$ cat src/rtl/fft_frame_sequencer_if.sv
// Stream bundle for fft_frame_sequencer: sample input (s_*) and result output (m_*).
// master = streaming fabric side, slave = the sequencer.
interface fft_frame_sequencer_if #(
  parameter int IN_WIDTH  = 16,
  parameter int OUT_WIDTH = 64
);
  logic                 s_valid;
  logic                 s_ready;
  logic [IN_WIDTH-1:0]  s_data;
  logic                 s_last;
  logic                 m_valid;
  logic                 m_ready;
  logic [OUT_WIDTH-1:0] m_data;
  logic                 m_last;

  modport master (
    output s_valid, s_data, s_last, m_ready,
    input  s_ready, m_valid, m_data, m_last
  );

  modport slave (
    input  s_valid, s_data, s_last, m_ready,
    output s_ready, m_valid, m_data, m_last
  );
endinterface

$ cat src/rtl/fft_frame_sequencer.sv
// Frame controller for the shared-butterfly FFT core: LOAD -> CALC -> UNLOAD with a skid-buffered output.
// Define FFT_SEQ_BITREV_EN to read the result RAM in bit-reversed order (natural-order output).
module fft_frame_sequencer #(
  parameter int N          = 8192,
  parameter int ADDR_WIDTH = $clog2(N),
  parameter int IN_WIDTH   = 16,
  parameter int OUT_WIDTH  = 64
) (
  input  logic                  clk,
  input  logic                  rst,
  input  logic                  start,
  fft_frame_sequencer_if.slave  stream,
  output logic                  core_en,
  output logic [1:0]            core_mode,
  output logic [IN_WIDTH-1:0]   core_x_in,
  input  logic                  core_done,
  output logic [ADDR_WIDTH-1:0] unl_addr,
  input  logic [OUT_WIDTH-1:0]  core_dout,
  output logic                  busy,
  output logic                  frame_done,
  output logic                  err_last
);

  localparam logic [ADDR_WIDTH-1:0] LAST_IDX = ADDR_WIDTH'(N - 1);
  localparam logic [1:0] MODE_IDLE  = 2'd0;
  localparam logic [1:0] MODE_CALC  = 2'd1;
  localparam logic [1:0] MODE_WRITE = 2'd2;

  typedef enum logic [1:0] {ST_IDLE, ST_LOAD, ST_CALC, ST_UNLOAD} state_t;

  state_t                state_reg, state_next;
  logic [ADDR_WIDTH-1:0] load_cnt_reg;
  logic [ADDR_WIDTH-1:0] rd_cnt_reg;
  logic [ADDR_WIDTH-1:0] addr_order;
  logic                  issued_all_reg;
  logic                  inflight_reg;
  logic                  inflight_last_reg;
  logic [1:0]            fifo_cnt_reg;
  logic                  wr_ptr_reg;
  logic                  rd_ptr_reg;
  logic [OUT_WIDTH-1:0]  ent_data [2];
  logic                  ent_last [2];
  logic                  frame_done_reg;
  logic                  err_last_reg;

  logic                  s_ready_int;
  logic                  s_xfer;
  logic                  m_valid_int;
  logic                  head_last;
  logic                  pop;
  logic                  issue;
  logic [2:0]            slots_used;

  // ---------------- FSM next-state and core controls ----------------
  always_comb begin
    state_next  = state_reg;
    s_ready_int = 1'b0;
    core_en     = 1'b0;
    core_mode   = MODE_IDLE;
    core_x_in   = '0;
    case (state_reg)
      ST_IDLE: begin
        if (start) state_next = ST_LOAD;
      end
      ST_LOAD: begin
        s_ready_int = 1'b1;
        core_mode   = MODE_WRITE;
        core_en     = stream.s_valid & s_ready_int;
        core_x_in   = stream.s_data;
        if (stream.s_valid && load_cnt_reg == LAST_IDX) state_next = ST_CALC;
      end
      ST_CALC: begin
        core_mode = MODE_CALC;
        core_en   = 1'b1;
        if (core_done) state_next = ST_UNLOAD;
      end
      ST_UNLOAD: begin
        if (pop && head_last) state_next = ST_IDLE;
      end
      default: state_next = ST_IDLE;
    endcase
  end

  assign s_xfer      = stream.s_valid & s_ready_int;
  assign m_valid_int = (fifo_cnt_reg != 2'd0);
  assign head_last   = ent_last[rd_ptr_reg];
  assign pop         = m_valid_int & stream.m_ready;

  // The slot freed by this cycle's pop counts, so 1 beat/cycle is sustained with 2 entries.
  assign slots_used = {1'b0, fifo_cnt_reg} + {2'b00, inflight_reg};
  assign issue      = (state_reg == ST_UNLOAD) && !issued_all_reg &&
                      (slots_used < (3'd2 + {2'b00, pop}));

`ifdef FFT_SEQ_BITREV_EN
  genvar gi;
  generate
    for (gi = 0; gi < ADDR_WIDTH; gi++) begin : g_bitrev
      assign addr_order[gi] = rd_cnt_reg[ADDR_WIDTH-1-gi];
    end
  endgenerate
`else
  genvar gi;
  assign addr_order = rd_cnt_reg;
`endif

  assign unl_addr = (state_reg == ST_UNLOAD) ? addr_order : '0;

  // ---------------- state, counters, flags ----------------
  always_ff @(posedge clk) begin
    if (rst) begin
      state_reg         <= ST_IDLE;
      load_cnt_reg      <= '0;
      rd_cnt_reg        <= '0;
      issued_all_reg    <= 1'b0;
      inflight_reg      <= 1'b0;
      inflight_last_reg <= 1'b0;
      fifo_cnt_reg      <= 2'd0;
      wr_ptr_reg        <= 1'b0;
      rd_ptr_reg        <= 1'b0;
      frame_done_reg    <= 1'b0;
      err_last_reg      <= 1'b0;
    end else begin
      state_reg      <= state_next;
      frame_done_reg <= pop & head_last;

      if (s_xfer) begin
        load_cnt_reg <= load_cnt_reg + 1'b1;
        if (stream.s_last != (load_cnt_reg == LAST_IDX)) err_last_reg <= 1'b1;
      end

      if (state_reg == ST_IDLE) begin
        rd_cnt_reg     <= '0;
        issued_all_reg <= 1'b0;
      end else if (issue) begin
        rd_cnt_reg <= rd_cnt_reg + 1'b1;
        if (rd_cnt_reg == LAST_IDX) issued_all_reg <= 1'b1;
      end

      // RAM read data lands one cycle after the address is issued.
      inflight_reg      <= issue;
      inflight_last_reg <= issue && (rd_cnt_reg == LAST_IDX);

      if (inflight_reg) wr_ptr_reg <= ~wr_ptr_reg;
      if (pop)          rd_ptr_reg <= ~rd_ptr_reg;
      fifo_cnt_reg <= fifo_cnt_reg + {1'b0, inflight_reg} - {1'b0, pop};
    end
  end

  // ---------------- 2-entry skid FIFO storage ----------------
  generate
    for (gi = 0; gi < 2; gi++) begin : g_skid
      logic [OUT_WIDTH-1:0] data_reg;
      logic                 last_reg;
      always_ff @(posedge clk) begin
        if (rst) begin
          data_reg <= '0;
          last_reg <= 1'b0;
        end else if (inflight_reg && (wr_ptr_reg == 1'(gi))) begin
          data_reg <= core_dout;
          last_reg <= inflight_last_reg;
        end
      end
      assign ent_data[gi] = data_reg;
      assign ent_last[gi] = last_reg;
    end
  endgenerate

  assign stream.s_ready = s_ready_int;
  assign stream.m_valid = m_valid_int;
  assign stream.m_data  = m_valid_int ? ent_data[rd_ptr_reg] : '0;
  assign stream.m_last  = m_valid_int & head_last;

  assign busy       = (state_reg != ST_IDLE);
  assign frame_done = frame_done_reg;
  assign err_last   = err_last_reg;

endmodule

$ cat src/flat_wrapper.sv
// flat-port wrapper written by rule: the top's interface ports become plain ports
module fft_frame_sequencer_flat 
#(
  parameter int N          = 8192,
  parameter int ADDR_WIDTH = $clog2(N),
  parameter int IN_WIDTH   = 16,
  parameter int OUT_WIDTH  = 64
)
  (clk, rst, start, core_en, core_mode, core_x_in, core_done, unl_addr, core_dout, busy, frame_done, err_last, stream_s_valid, stream_s_data, stream_s_last, stream_m_ready, stream_s_ready, stream_m_valid, stream_m_data, stream_m_last);
  fft_frame_sequencer_if #(.IN_WIDTH(IN_WIDTH), .OUT_WIDTH(OUT_WIDTH)) stream_i ();
  input  logic clk;
  input  logic rst;
  input  logic start;
  output logic core_en;
  output logic [1:0] core_mode;
  output logic [IN_WIDTH-1:0] core_x_in;
  input  logic core_done;
  output logic [ADDR_WIDTH-1:0] unl_addr;
  input  logic [OUT_WIDTH-1:0] core_dout;
  output logic busy;
  output logic frame_done;
  output logic err_last;
  input wire logic [$bits(stream_i.s_valid)-1:0] stream_s_valid;
  input wire logic [$bits(stream_i.s_data)-1:0] stream_s_data;
  input wire logic [$bits(stream_i.s_last)-1:0] stream_s_last;
  input wire logic [$bits(stream_i.m_ready)-1:0] stream_m_ready;
  output wire logic [$bits(stream_i.s_ready)-1:0] stream_s_ready;
  output wire logic [$bits(stream_i.m_valid)-1:0] stream_m_valid;
  output wire logic [$bits(stream_i.m_data)-1:0] stream_m_data;
  output wire logic [$bits(stream_i.m_last)-1:0] stream_m_last;
  assign stream_i.s_valid = stream_s_valid;
  assign stream_i.s_data = stream_s_data;
  assign stream_i.s_last = stream_s_last;
  assign stream_i.m_ready = stream_m_ready;
  assign stream_s_ready = stream_i.s_ready;
  assign stream_m_valid = stream_i.m_valid;
  assign stream_m_data = stream_i.m_data;
  assign stream_m_last = stream_i.m_last;
  fft_frame_sequencer #(.N(N), .ADDR_WIDTH(ADDR_WIDTH), .IN_WIDTH(IN_WIDTH), .OUT_WIDTH(OUT_WIDTH)) u_core (.clk(clk), .rst(rst), .start(start), .stream(stream_i), .core_en(core_en), .core_mode(core_mode), .core_x_in(core_x_in), .core_done(core_done), .unl_addr(unl_addr), .core_dout(core_dout), .busy(busy), .frame_done(frame_done), .err_last(err_last));
endmodule
$ cat config.mk
export PLATFORM = sky130hd
export DESIGN_NAME = fft_frame_sequencer_flat
export DESIGN_NICKNAME = d
export VERILOG_FILES = /design/src/rtl/fft_frame_sequencer_if.sv /design/src/rtl/fft_frame_sequencer.sv /design/src/flat_wrapper.sv
export SDC_FILE = /design/constraint.sdc
export NUM_CORES = 1
export LEC_CHECK = 0
export BUFFER_PORTS_ARGS = -buffer_cell sky130_fd_sc_hd__buf_2
export CAP_MARGIN = 15
export CORE_MARGIN = 1.5
export CORE_UTILIZATION = 25
export DETAILED_ROUTE_END_ITERATION = 10
export HOLD_SLACK_MARGIN = 0.1
export PLACE_DENSITY_LB_ADDON = 0.15
export RECOVER_POWER = 100
export SYNTH_ARGS = -nofsm -noshare
export SYNTH_HDL_FRONTEND = slang
export SYNTH_SLANG_ARGS = --single-unit
$ cat constraint.sdc
create_clock -name clk -period 3.4 [get_ports clk]
set_clock_uncertainty 0.15 [all_clocks]
set_input_delay 0.68 -clock clk [delete_from_list [all_inputs] [get_ports clk]]
set_output_delay 0.68 -clock clk [all_outputs]
set_load 0.02 [all_outputs]
# Yosys cells after proc, flatten, opt, wreduce, memory -nomap -nowiden
# Index checks and enable logic that the tools add are counted.
[word_totals]
reg_bits = 167
in_bits = 87
word_cells = 72
[op_classes]
n_addsub = 6
magnitude_cmp = 2
eq_ne = 10
n_mux = 17
bitwise = 7
reduce_logical = 15
[ops]
columns = ["cell", "n"]
rows = [
  ["64-bit two-way mux", 4],
  ["13-bit by 1-bit adder with 13-bit output (second input constant)", 2],
  ["13-bit == test (second input constant)", 2],
  ["16-bit two-way mux", 1],
  ["13-bit two-way mux", 1],
  ["2-bit two-way mux", 4],
  ["2-bit one-hot mux with 4 select lines", 1],
  ["1-bit logical AND", 7],
  ["1-bit AND", 4],
  ["2-bit == test (second input constant)", 2],
  ["1-bit two-way mux", 4],
  ["2-bit by 1-bit != test with 1-bit output (second input constant)", 2],
  ["2-bit != test (second input constant)", 2],
  ["2-bit one-hot mux with 2 select lines", 1],
  ["2-bit AND reduction", 2],
  ["4-bit AND reduction", 1],
  ["2-bit nonzero test", 2],
  ["2-bit by 1-bit adder with 3-bit output", 1],
  ["2-bit by 1-bit adder with 3-bit output (first input constant)", 1],
  ["3-bit less-than comparator", 1],
  ["2-bit by 1-bit adder with 2-bit output", 1],
  ["2-bit by 1-bit == test with 1-bit output (second input constant)", 1],
  ["2-bit greater-or-equal comparator (second input constant)", 1],
  ["2-bit zero test", 1],
  ["7 further kinds", 8],
]

# Logic depth before layout (Yosys ltp)
# Gate-level depths: netlist of run 1.
[depth]
depth_word = 7
depth_mapped = 8
depth_no_buf = 8

# Worst setup path before layout of run 1
# No wires, ideal clock.
[synth_path]
path_type = "register to output"
start = "register u_core.state_reg[1]"
end = "output core_en"
arrival_ns = 1.745
slack_ns = 0.825
stages_incl_launch_ff = 6
path_buffers = 1
cell_sequence = "dfxtp_1 > inv_1 > ha_1 > clkbuf_1 > nand2_1 > a21boi_0"
[synth_via]
elab_chain_cells = 2
elab_cells_between_ends = 3
classes_between = "eq/ne (2); mux (1)"
[synth_lines]
columns = ["item", "line", "rtl"]
rows = [
  ["start: declaration", "fft_frame_sequencer.sv:31", "state_t state_reg, state_next;"],
  ["start signal: assignment", "fft_frame_sequencer.sv:123", "state_reg <= state_next;"],
  ["2-bit == test / 2-bit by 1-bit == test with 1-bit output (equally long branches)", "fft_frame_sequencer.sv:61", "case (state_reg)"],
  ["1-bit one-hot mux with 2 select lines *", "fft_frame_sequencer.sv:61", ""],
  ["end: declaration", "flat_wrapper.sv:14", "output logic core_en;"],
]
# Every way passes the cells marked *; elsewhere a longest branch is shown, timed or not.

# Final worst setup path of run 1
[layout_path]
start = "register u_core.rd_ptr_reg"
end = "output stream_m_data[58]"
[layout_via]
elab_chain_cells = 5
[layout_lines]
columns = ["item", "line", "rtl"]
rows = [
  ["start: declaration", "fft_frame_sequencer.sv:40", "logic rd_ptr_reg;"],
  ["start signal: assignment", "fft_frame_sequencer.sv:144", "if (pop) rd_ptr_reg <= ~rd_ptr_reg;"],
  ["1-bit NOT with 2-bit output (implied by the code)", "fft_frame_sequencer.sv:170", "assign stream.m_data = m_valid_int ? ent_data[rd_ptr_reg] : '0;"],
  ["64-bit two-way mux (implied by the code) (3 in series)", "fft_frame_sequencer.sv:170", ""],
  ["64-bit two-way mux", "fft_frame_sequencer.sv:170", ""],
  ["end: declaration", "flat_wrapper.sv:29", "output wire logic [$bits(stream_i.m_data)-1:0] stream_m_data;"],
]
# Every way passes these cells. The select of a mux whose other input is x is not followed.

==> qor.yml, run 1 <==
sta:
  setup_viol: 0
  rsz0062_at_grt: "false"
  max_clock_freq_mhz: 330
  hold_viol_final: 0
  fin_crit_sh: 0.891
  tightest_slew_ps: 1700
  fin_setup_tns_ps: 0
  final_max_slew_viol_count: 67
  fin_crit_ps: 3030
  slew_headroom: -0.134
place:
  dp.cells: 1469
  post-dp-hpwl_um: 13500
  globalplace.congestion: 0.737
  io_buffers: 188
yosys:
  synthTopCellsByArea: "dfxtp_1, nand2_1, a21oi_1"
  synth_edf_count: 0
  async_reset_ff_frac: 0
  synthesis.nets: 1049
  synth.top_cell.area_share: 0.451
  synth_area_leader_cell: "dfxtp_1"
  yosys_warnings: 0
  synthesis.area_um2: 7410
  yosysMostFrequentCell: "nand2_1"
  yosysUniqueCellTypes: 43
  yosys_most_used_dff: "dfxtp_1"
  ys_ff_latch: 167
  syn_inst: 950
  seq_area_frac_synth: 0.451
  synthTopCellsByCount: "nand2_1, dfxtp_1, a21oi_1, nor2_1, mux2i_1"
  avgSynthCellArea_um2: 7.80
cts:
  cts_tree: "done"
  cts_root_buf: "clkbuf_16"
  cts_resized: 0
  path_clk_slew_ps: 70
  clk_path_buf_depth: 2
  cts_buffers: 17
  cts_hold_buf: 0
  postCtsSetupRepairBufs: 0
  h-tree-depth: 4
  clkSinkCount: 167
  insertion_delay_ps: 430
route:
  firstDrtPassIters: 4
  wire_per_inst_um: 14.4
  vias: 6762
  drc: 0
  drt-vias-per-instance: 4.50
  drt_iter0_drc: 399
  routed_wirelength_um: 21600
  ant_nets: 0
power:
  p_leak_nw: 3.06
  ir_drop_v: 0.000434
  power_density_nw_per_um2: 550
global_route:
  overflow: 0
  grt_pass1_wl_um: 34600
  grt_start_max_net_pins: 85
  antenna_found_initial: 0
  grt_pass1_vias: 6498
  grt_usage: 0.142
layout:
  drive_gt1_frac: 0.144
  final_cell_count_no_fill: 1502
  fill_cells: 3177
  layout.nets: 1203
  multi_input_area_um2: 3740
  seq_area_um2: 3350
  largest_register_ffs: 128
  area_growth_syn_to_layout_pct: 23.5
floorplanning:
  core_area_um2: 28900
  die_w_um: 175
  die_h_um: 175
  io_pins: 189
  start_util: 0.256
  rows: 62
  design.die.area_um2: 30700
flow_run:
  cap_violations: 1
worst_setup_path:
  arrival_ps: 2200
  cp_max_fo: 27
  critPathKind: "flip-flop to output pin"
  end_kind: "output pin"
  worstPathCellList: "clkbuf_1 -> mux2i_1 -> nor2_1 -> clkbuf_1"
  critPathMaxStageDelay_ps: 700
  crit_path_frequent_cell: "clkbuf_1"
  reg2reg_depth: 5
  required_ps: 2570
  crit_path_start_kind: "flip-flop"
  cp_slowest_cell: "dfxtp_4"
worst_hold_path:
  hold_path.class: "input pin to flip-flop"
  min_delay_path_depth: 2
outcome:
  status: "finished with violations"
  violations: "capacitance limit, slew limit"
==> per-layer routing <==
metal | vias to the layer above | GRT usage | routed length [µm]
met3 | 16 | 0.0279 | 879
li1 | 3443 | - | -
met4 | 0 | 0.0395 | 222
met5 | - | 0 | 0
met2 | 127 | 0.238 | 10300
met1 | 3176 | 0.185 | 10300
==> final timing paths <==
check | slack [ps] | start | to
worst max-delay path | 370 | u_core.rd_ptr_reg$_SDFFE_PP0P_ | stream_m_data[58]
worst max register to register | 540 | u_core.state_reg[1]$_SDFFE_PP0P_ | u_core.addr_order[12]$_SDFFE_PP0P_
worst min register to register | 300 | u_core.g_skid[1].data_reg[26]$_SDFFE_PP0P_ | u_core.g_skid[1].data_reg[26]$_SDFFE_PP0P_
worst min-delay path | 300 | rst | u_core.load_cnt_reg[0]$_SDFFE_PP0P_
==> metrics by stage <==
step	setup slack (ps)	hold slack, ps	utilization	total power [mW]	instance area (µm²)
after floorplan	825	282	-	2.83	7410
after global placement	872	291	0.302	3.22	8750
after detailed placement	772	296	0.302	3.22	8750
after CTS	550	274	0.322	5.18	9320
after global routing	234	282	0.316	5.31	9150
final	372	297	0.316	5.03	9150
==> cells in the final DEF, fill, tap and decap left out, drive strengths merged, types with 2 or more instances in the layout <==
cell,instances
and3,2
dfxtp,167
or3,3
nor4,5
o21a,2
a21oi,141
or4,6
clkinvlp,4
nand2,280
a31oi,3
a41o,3
o31ai,6
xnor2,11
clkinv,3
nor2,86
nand3,9
and2,31
mux2i,67
nand4,5
nor3,6
ha,12
buf,119
o21ai,7
xor2,4
inv,20
clkbuf,99
==> cell families after synthesis <==
family                   share of synthesized area
AO/OA/AOI/OAI                                0.124
buffers and inverters                       0.0409
XOR/XNOR                                    0.0177
adder cells (fa/ha/maj)                     0.0203
AND/OR/NAND/NOR                              0.254
flip-flops                                   0.451
multiplexers                                0.0920
==> power by group <==
group / internal [mW] / switching, mW / total (mW)
Combinational: 0.333 / 0.674 / 1.01
Clock: 1.03 / 0.895 / 1.92
Sequential: 2.01 / 0.0903 / 2.10
==> final cells by class <==
cell class | instances | area share
multi-input cells | 704 | 0.409
flip-flops and latches | 167 | 0.366
repair buffers | 200 | 0.105
well taps | 384 | 0.0525
clock buffers | 18 | 0.0469
clock inverters | 14 | 0.0152
inverters | 14 | 0.00574
diodes | 1 | 0.000273
==> worst max-delay path: cells and delay by family (launching register included) <==
family / cells / cell delay (ps)
buffers and inverters: 2 / 750
DFF: 1 / 700
and+or+nand+nor: 1 / 170
muxes: 1 / 140
No activity file was read; power rests on OpenSTA's default activity.
==> run 2: changes to the inputs <==
ABC_AREA = 1   (was default)
==> run 2 against run 1 <==
  * Via count up 10%
  * Final cell count increased by 12%
  * Die area is 2.2% higher
  * Largest power group unchanged
  * Hold slack better by 14 ps
  * Sequential share of layout area is 0.42 points lower
  * Design area is 1.1% higher
  * The run now ends clean
  * Non-clock buffer count up 1
  * Critical path type unchanged
==> qor.yml, run 2 <==
layout:
  post-route-util: 0.311  # -0.00495
  area_growth_syn_to_layout_pct: 22.1
  drive_gt1_frac: 0.113  # -0.0315
  largest_register_ffs: 128  # unchanged
  final_common_cell: "nor2_1"
  layout.nets: 1382  # +15%
  mostFrequentLayoutCells: "nor2_1, nand2_1, dfxtp_1, o21ai_0, clkbuf_1"
cts:
  path_clk_slew_ps: 80  # about the same
  cts_buffers: 17  # unchanged
  clk_path_buf_depth: 2  # unchanged
  cts_resized: 0  # unchanged
  cts_hold_buf: 0  # unchanged
  cts_tree: "done"
  h-tree-depth: 4  # unchanged
  insertion_delay_ps: 420  # about the same
  postCtsSetupRepairBufs: 0  # unchanged
  cts_root_buf: "clkbuf_16"
  clkSinkCount: 167  # unchanged
worst_setup_path:
  arrival_ps: 2130  # -70 ps
  r2r_end: "u_core.g_skid[1].data_reg[45]$_SDFFE_PP0P_"
  r2r_start: "u_core.inflight_reg$_SDFF_PP0_"
  cp_slowest_cell: "inv_1"
  reg2reg_depth: 5  # unchanged
  end_kind: "output pin"
  required_ps: 2570  # about the same
  cp_max_fo: 18  # -33%
  worstPathCellList: "inv_1 -> buf_4 -> nand2_1 -> a21oi_1 -> clkbuf_1"
  crit_family: "buffers and inverters"
  critPathMaxStageDelay_ps: 480  # -220 ps
  crit_buf_inv: 3  # +1
  crit_path_start_kind: "flip-flop"
  r2r_setup_slack_ps: 760  # +220 ps
  critPathKind: "flip-flop to output pin"
global_route:
  overflow: 0  # unchanged
  grt_pass1_wl_um: 38000  # +9.9%
  grt_start_max_net_pins: 70  # -18%
  antenna_found_initial: 2  # +2
  grt_usage: 0.154  # +0.0121
  grt_pass1_vias: 7285  # +12%
yosys:
  synth-xor-area-share: 0.00694  # -0.0108
  avgSynthCellArea_um2: 6.68  # -14%
  yosys_warnings: 0  # unchanged
  yosysUniqueCellTypes: 32  # -26%
  yosys.area_share.simple: 0.296  # +0.0417
  ys_ff_latch: 167  # unchanged
  synthesis.nets: 1232  # +17%
  yosys_most_used_dff: "dfxtp_1"
  synth_edf_count: 0  # unchanged
  seq_area_frac_synth: 0.441  # -0.00984
  synth.top_cell.area_share: 0.441  # -0.00984
  synth_area_leader_cell: "dfxtp_1"
  muxShareOfSynthArea: 0  # -0.0920
  synthTopCellsByArea: "dfxtp_1, nor2_1, nand2_1"
  synth_top_family_by_area: "simple AND/OR/NAND/NOR gates"
  synth_compound_area_frac: 0.159  # +0.0353
  synthTopCellsByCount: "nor2_1, nand2_1, dfxtp_1, o21ai_0, a21oi_1"
  synthesis.area_um2: 7570  # +2.2%
  async_reset_ff_frac: 0  # unchanged
  yosysMostFrequentCell: "nor2_1"
  synthAdderAreaFrac: 0.0198  # -0.000442
  syn_inst: 1133  # +19%
sta:
  fin_crit_ps: 2960  # -68.9 ps
  setup_viol: 0  # unchanged
  tightest_slew_ps: 1200  # -497 ps
  hold_viol_final: 0  # unchanged
  slew_headroom: 0.198  # +0.331
  max_clock_freq_mhz: 338  # +2.3%
  final_max_slew_viol_count: 0  # -100%
  fin_crit_sh: 0.870  # -0.0203
  fin_setup_tns_ps: 0  # unchanged
  rsz0062_at_grt: "false"
power:
  power_density_nw_per_um2: 572  # +4.1%
  pwr-share-clk: 0.344  # -0.039
  p_switching_mw: 1.90  # +14%
  ir_drop_v: 0.000320  # -26%
  finalPower_mw: 5.29  # +5.3%
  power.internal_mw: 3.39  # +0.74%
  p_seq_frac: 0.407  # -0.010
  p_leak_nw: 3.67  # +20%
  pwr-share-comb: 0.248  # +0.048
  p_sw_frac: 0.359  # +0.0287
outcome:
  status: "finished, final reports clean"
worst_hold_path:
  hold_path.class: "flip-flop to flip-flop"
  min_delay_path_depth: 2  # unchanged
  holdPathEnd: "u_core.err_last$_SDFFE_PP0P_"
  min_from: "u_core.err_last$_SDFFE_PP0P_"
route:
  firstDrtPassIters: 6  # +2
  routed_wirelength_um: 23700  # +9.8%
  drt-vias-per-instance: 4.41  # -2.1%
  drc: 0  # unchanged
  wire_per_inst_um: 14.1  # -2.3%
  ant_nets: 0  # unchanged
  vias: 7439  # +10%
  drt_iter0_drc: 352  # -12%
floorplanning:
  die_h_um: 177  # +1.1%
  start_util: 0.255  # -0.00118
  design.die.area_um2: 31300  # +2.2%
  io_pins: 189  # unchanged
  die_w_um: 177  # +1.1%
  core_area_um2: 29700  # +2.7%
  rows: 63  # +1.6%
place:
  post-dp-hpwl_um: 15100  # +12%
  globalplace.congestion: 0.759  # +3.0%
  io_buffers: 188  # unchanged
flow_run:
  cap_violations: 0  # -1
## run 2: cell types whose count changed in the layout (fill, tap and decap cells not counted), sizes merged, moves of 8 or more
cell	before	now
and2	31	1
xnor2	11	3
buf	119	98
mux2i	67	0
nand2	280	232
clkbuf	99	122
inv	20	75
a21oi	141	92
o21ai	7	143
nor2	86	301
## run 2: cells by family (layout without fill, tap and decap cells)
kind of cell | count (synthesis) | after routing
other | 0 | 2
AOI/OAI and AO/OA | 237 | 237
and+or+nand+nor | 566 | 566
xor gates and xnor gates | 6 | 6
buffers and inverters | 145 | 308
adders and majority gates | 12 | 12
DFF | 167 | 167
## run 2: metrics by stage
stage	instances	hold slack (ps)	setup slack, ps	cell area [µm²]
finish	1688	311	441	9250
floorplan	1133	285	1190	7570
CTS	1686	310	613	9420
detailed placement	1654	297	1090	8880
global route	1687	327	262	9250
global placement	1654	289	1100	8880
## run 2: worst max-delay path by stage
stage,startpoint,end,cells after the start,slack [ps]
after CTS,u_core.fifo_cnt_reg[0]$_SDFF_PP0_,stream_m_data[0],4,610
after global routing,u_core.rd_ptr_reg$_SDFFE_PP0P_,stream_m_last,5,260
after floorplan,u_core.state_reg[1]$_SDFFE_PP0P_,core_x_in[10],6,1190
after detailed placement,u_core.fifo_cnt_reg[0]$_SDFF_PP0_,stream_m_data[0],4,1090
after global placement,u_core.fifo_cnt_reg[0]$_SDFF_PP0_,stream_m_data[41],4,1100
final,u_core.rd_ptr_reg$_SDFFE_PP0P_,stream_m_last,5,440
## run 2: area by class of cell
class	instances	area (µm²)
Inverter	75	284
Fill cell	3363	20500
Clock inverter	13	100
Clock buffer	19	443
Multi-Input combinational cell	821	3630
Antenna cell	2	5.00
Sequential cell	167	3340
Timing Repair Buffer	201	956
Tap cell	390	488
## run 2: power by group through the flow
| stage | registers, mW | logic (mW) | clock network [mW] |
|---|---|---|---|
| final | 2.16 | 1.31 | 1.82 |
| after global routing | 2.17 | 1.49 | 1.97 |
| after CTS | 2.16 | 1.38 | 1.90 |
| after detailed placement | 2.20 | 1.38 | 0 |
| after global placement | 2.20 | 1.38 | 0 |
| after floorplan | 2.18 | 0.899 | 0 |
## run 2: worst min-delay path, cell delays in order, from the launching register on
cell and delay [ps]:
dfxtp_1 320, inv_1 50, a21oi_1 50
## run 2: per-layer routing
| metal | vias to the layer above | share of wire | global-route usage |
|---|---|---|---|
| li1 | 3872 | - | - |
| met1 | 3406 | 0.47 | 0.197 |
| met5 | - | 0 | 0 |
| met2 | 137 | 0.47 | 0.256 |
| met4 | 0 | 0.019 | 0.0508 |
| met3 | 24 | 0.040 | 0.0331 |
==> run 3: changes to the inputs <==
--- a/constraint.sdc
+++ b/constraint.sdc
@@ -4,2 +4,2 @@
 set_output_delay 0.68 -clock clk [all_outputs]
-set_load 0.02 [all_outputs]
+set_load 0.05 [all_outputs]
==> run 3 against run 2 <==
  * Register-to-register slack improved by 70 ps
  * Clock power rose by 2%
  * Core utilization hardly changed
  * First-iteration DRC count rose by 13%
  * Critical path depth down 1
  * Die area stayed put
  * Sequential share of layout area hardly changed
  * Non-clock buffer count up 1
  * Critical path type unchanged
  * Largest cell class unchanged
  * Highest routed layer unchanged
==> qor.yml, run 3 (synthesis gave the netlist of run 2 again) <==
cts:
  cts_buffers: 17  # unchanged
  postCtsSetupRepairBufs: 0  # unchanged
  clkSinkCount: 167  # unchanged
  cts_hold_buf: 0  # unchanged
  path_clk_slew_ps: 70  # about the same
  cts_resized: 0  # unchanged
  cts_tree: "done"
  cts_root_buf: "clkbuf_16"
  insertion_delay_ps: 430  # about the same
  h-tree-depth: 4  # unchanged
  clk_path_buf_depth: 2  # unchanged
floorplanning:
  die_h_um: 177  # unchanged
  design.die.area_um2: 31300  # unchanged
  rows: 63  # unchanged
  core_area_um2: 29700  # unchanged
  die_w_um: 177  # unchanged
  start_util: 0.255  # unchanged
  io_pins: 189  # unchanged
global_route:
  antenna_found_initial: 2  # unchanged
  grt_usage: 0.151  # -0.00281
  grt_start_max_net_pins: 72  # +2.9%
  grt_use_met1: 0.198  # +0.00110
  grt_pass1_wl_um: 37300  # -1.8%
  grt_pass1_vias: 7058  # -3.1%
  overflow: 0  # unchanged
  met3_usage: 0.0318  # -0.00129
  met2_usage: 0.249  # -0.00765
  top_usage_layer: "met2"
power:
  power_density_nw_per_um2: 600  # +4.9%
  p_leak_nw: 3.74  # +1.9%
  ir_drop_v: 0.000306  # -4.4%
sta:
  setup_viol: 0  # unchanged
  rsz0062_at_grt: "false"
  slew_headroom: 0.161  # -0.0369
  fin_crit_sh: 0.910  # +0.0400
  final_max_slew_viol_count: 0  # unchanged
  fin_crit_ps: 3090  # +136 ps
  hold_viol_final: 0  # unchanged
  fin_setup_tns_ps: 0  # unchanged
  max_clock_freq_mhz: 323  # -4.4%
  holdWs_ps: 307  # -4.28 ps
  tightest_slew_ps: 1260  # +55.3 ps
layout:
  largest_register_ffs: 128  # unchanged
  area_growth_syn_to_layout_pct: 22.2  # about the same
  drive_gt1_frac: 0.126  # +0.0131
  final_common_cell: "nor2_1"
  mostFrequentLayoutCells: "nor2_1, nand2_1, dfxtp_1, o21ai_0, a21oi_1"
  layout.nets: 1383  # +0.072%
  postLayoutCellArea_um2: 9250  # about the same
flow_run:
  cap_violations: 0  # unchanged
place:
  globalplace.congestion: 0.768  # +1.1%
  place_area_um2: 8840  # -0.46%
  io_buffers: 188  # unchanged
  post-dp-hpwl_um: 15000  # -0.56%
worst_setup_path:
  crit_path_start_kind: "flip-flop"
  cp-startpoint: "u_core.rd_ptr_reg$_SDFFE_PP0P_"
  reg2reg_depth: 7  # +2
  end_kind: "output pin"
  critPathKind: "flip-flop to output pin"
  arrival_ps: 2260  # +130 ps
  cp_max_fo: 65  # +47
  r2r_end: "u_core.inflight_last_reg$_SDFF_PP0_"
  required_ps: 2570  # about the same
  r2r_start: "u_core.state_reg[0]$_SDFFE_PP0P_"
  r2r_setup_slack_ps: 830  # +70 ps
  endpoint: "stream_m_data[2]"
route:
  drt_iter0_drc: 397  # +13%
  ant_nets: 0  # unchanged
  routed_wirelength_um: 23600  # -0.50%
  wire_per_inst_um: 14.0  # -0.50%
  firstDrtPassIters: 5  # -1
  drt-vias-per-instance: 4.43  # +0.48%
  drc: 0  # unchanged
  vias: 7475  # +0.48%
worst_hold_path:
  hold_path.class: "flip-flop to flip-flop"
outcome:
  status: "finished, final reports clean"
-- run 3: layout make-up --
class	instances	area [µm²]
Tap cell	390	488
Clock buffer	23	478
Timing Repair Buffer	202	942
Antenna cell	2	5.00
Sequential cell	167	3340
Clock inverter	8	73.8
Fill cell	3354	20500
Multi-Input combinational cell	821	3640
Inverter	75	285
-- run 3: power breakdown --
part,switching [mW],internal [mW]
sequential,0.0821,2.08
clock,0.803,1.06
combinational,1.20,0.334
total,2.08,3.47
-- run 3: per-layer routing --
metal  up-vias  wire length, µm
met5         -                0
met4         0              249
met3        16             1150
met2       143            10900
met1      3441            11300
li1       3875                -
-- run 3: worst max-delay path, cell delays in order, from the launching register on --
cell and delay, ps:
dfxtp_2 330, buf_4 600, nand2_1 110, a21oi_1 280, clkbuf_1 510
-- run 3: how the worst min path moves through the flow --
stage	start	end	slack [ps]	depth (start not counted)
6_report	u_core.err_last$_SDFFE_PP0P_	u_core.err_last$_SDFFE_PP0P_	310	2
3_5_place_dp	u_core.err_last$_SDFFE_PP0P_	u_core.err_last$_SDFFE_PP0P_	290	2
5_1_grt	core_dout[39]	u_core.g_skid[0].data_reg[39]$_SDFFE_PP0P_	330	3
4_1_cts	u_core.err_last$_SDFFE_PP0P_	u_core.err_last$_SDFFE_PP0P_	310	2
3_3_place_gp	u_core.err_last$_SDFFE_PP0P_	u_core.err_last$_SDFFE_PP0P_	290	2
2_1_floorplan	u_core.issued_all_reg$_SDFFE_PP0P_	u_core.issued_all_reg$_SDFFE_PP0P_	290	2
-- run 3: through the flow --
stage | total power, mW | instances | setup slack, ps | util
detailed placement | 3.80 | 1655 | 898 | 0.297
global placement | 3.79 | 1655 | 907 | 0.297
global route | 5.87 | 1687 | 181 | 0.311
CTS | 5.69 | 1686 | 414 | 0.316
floorplan | 3.30 | 1133 | 569 | -
finish | 5.55 | 1688 | 305 | 0.311
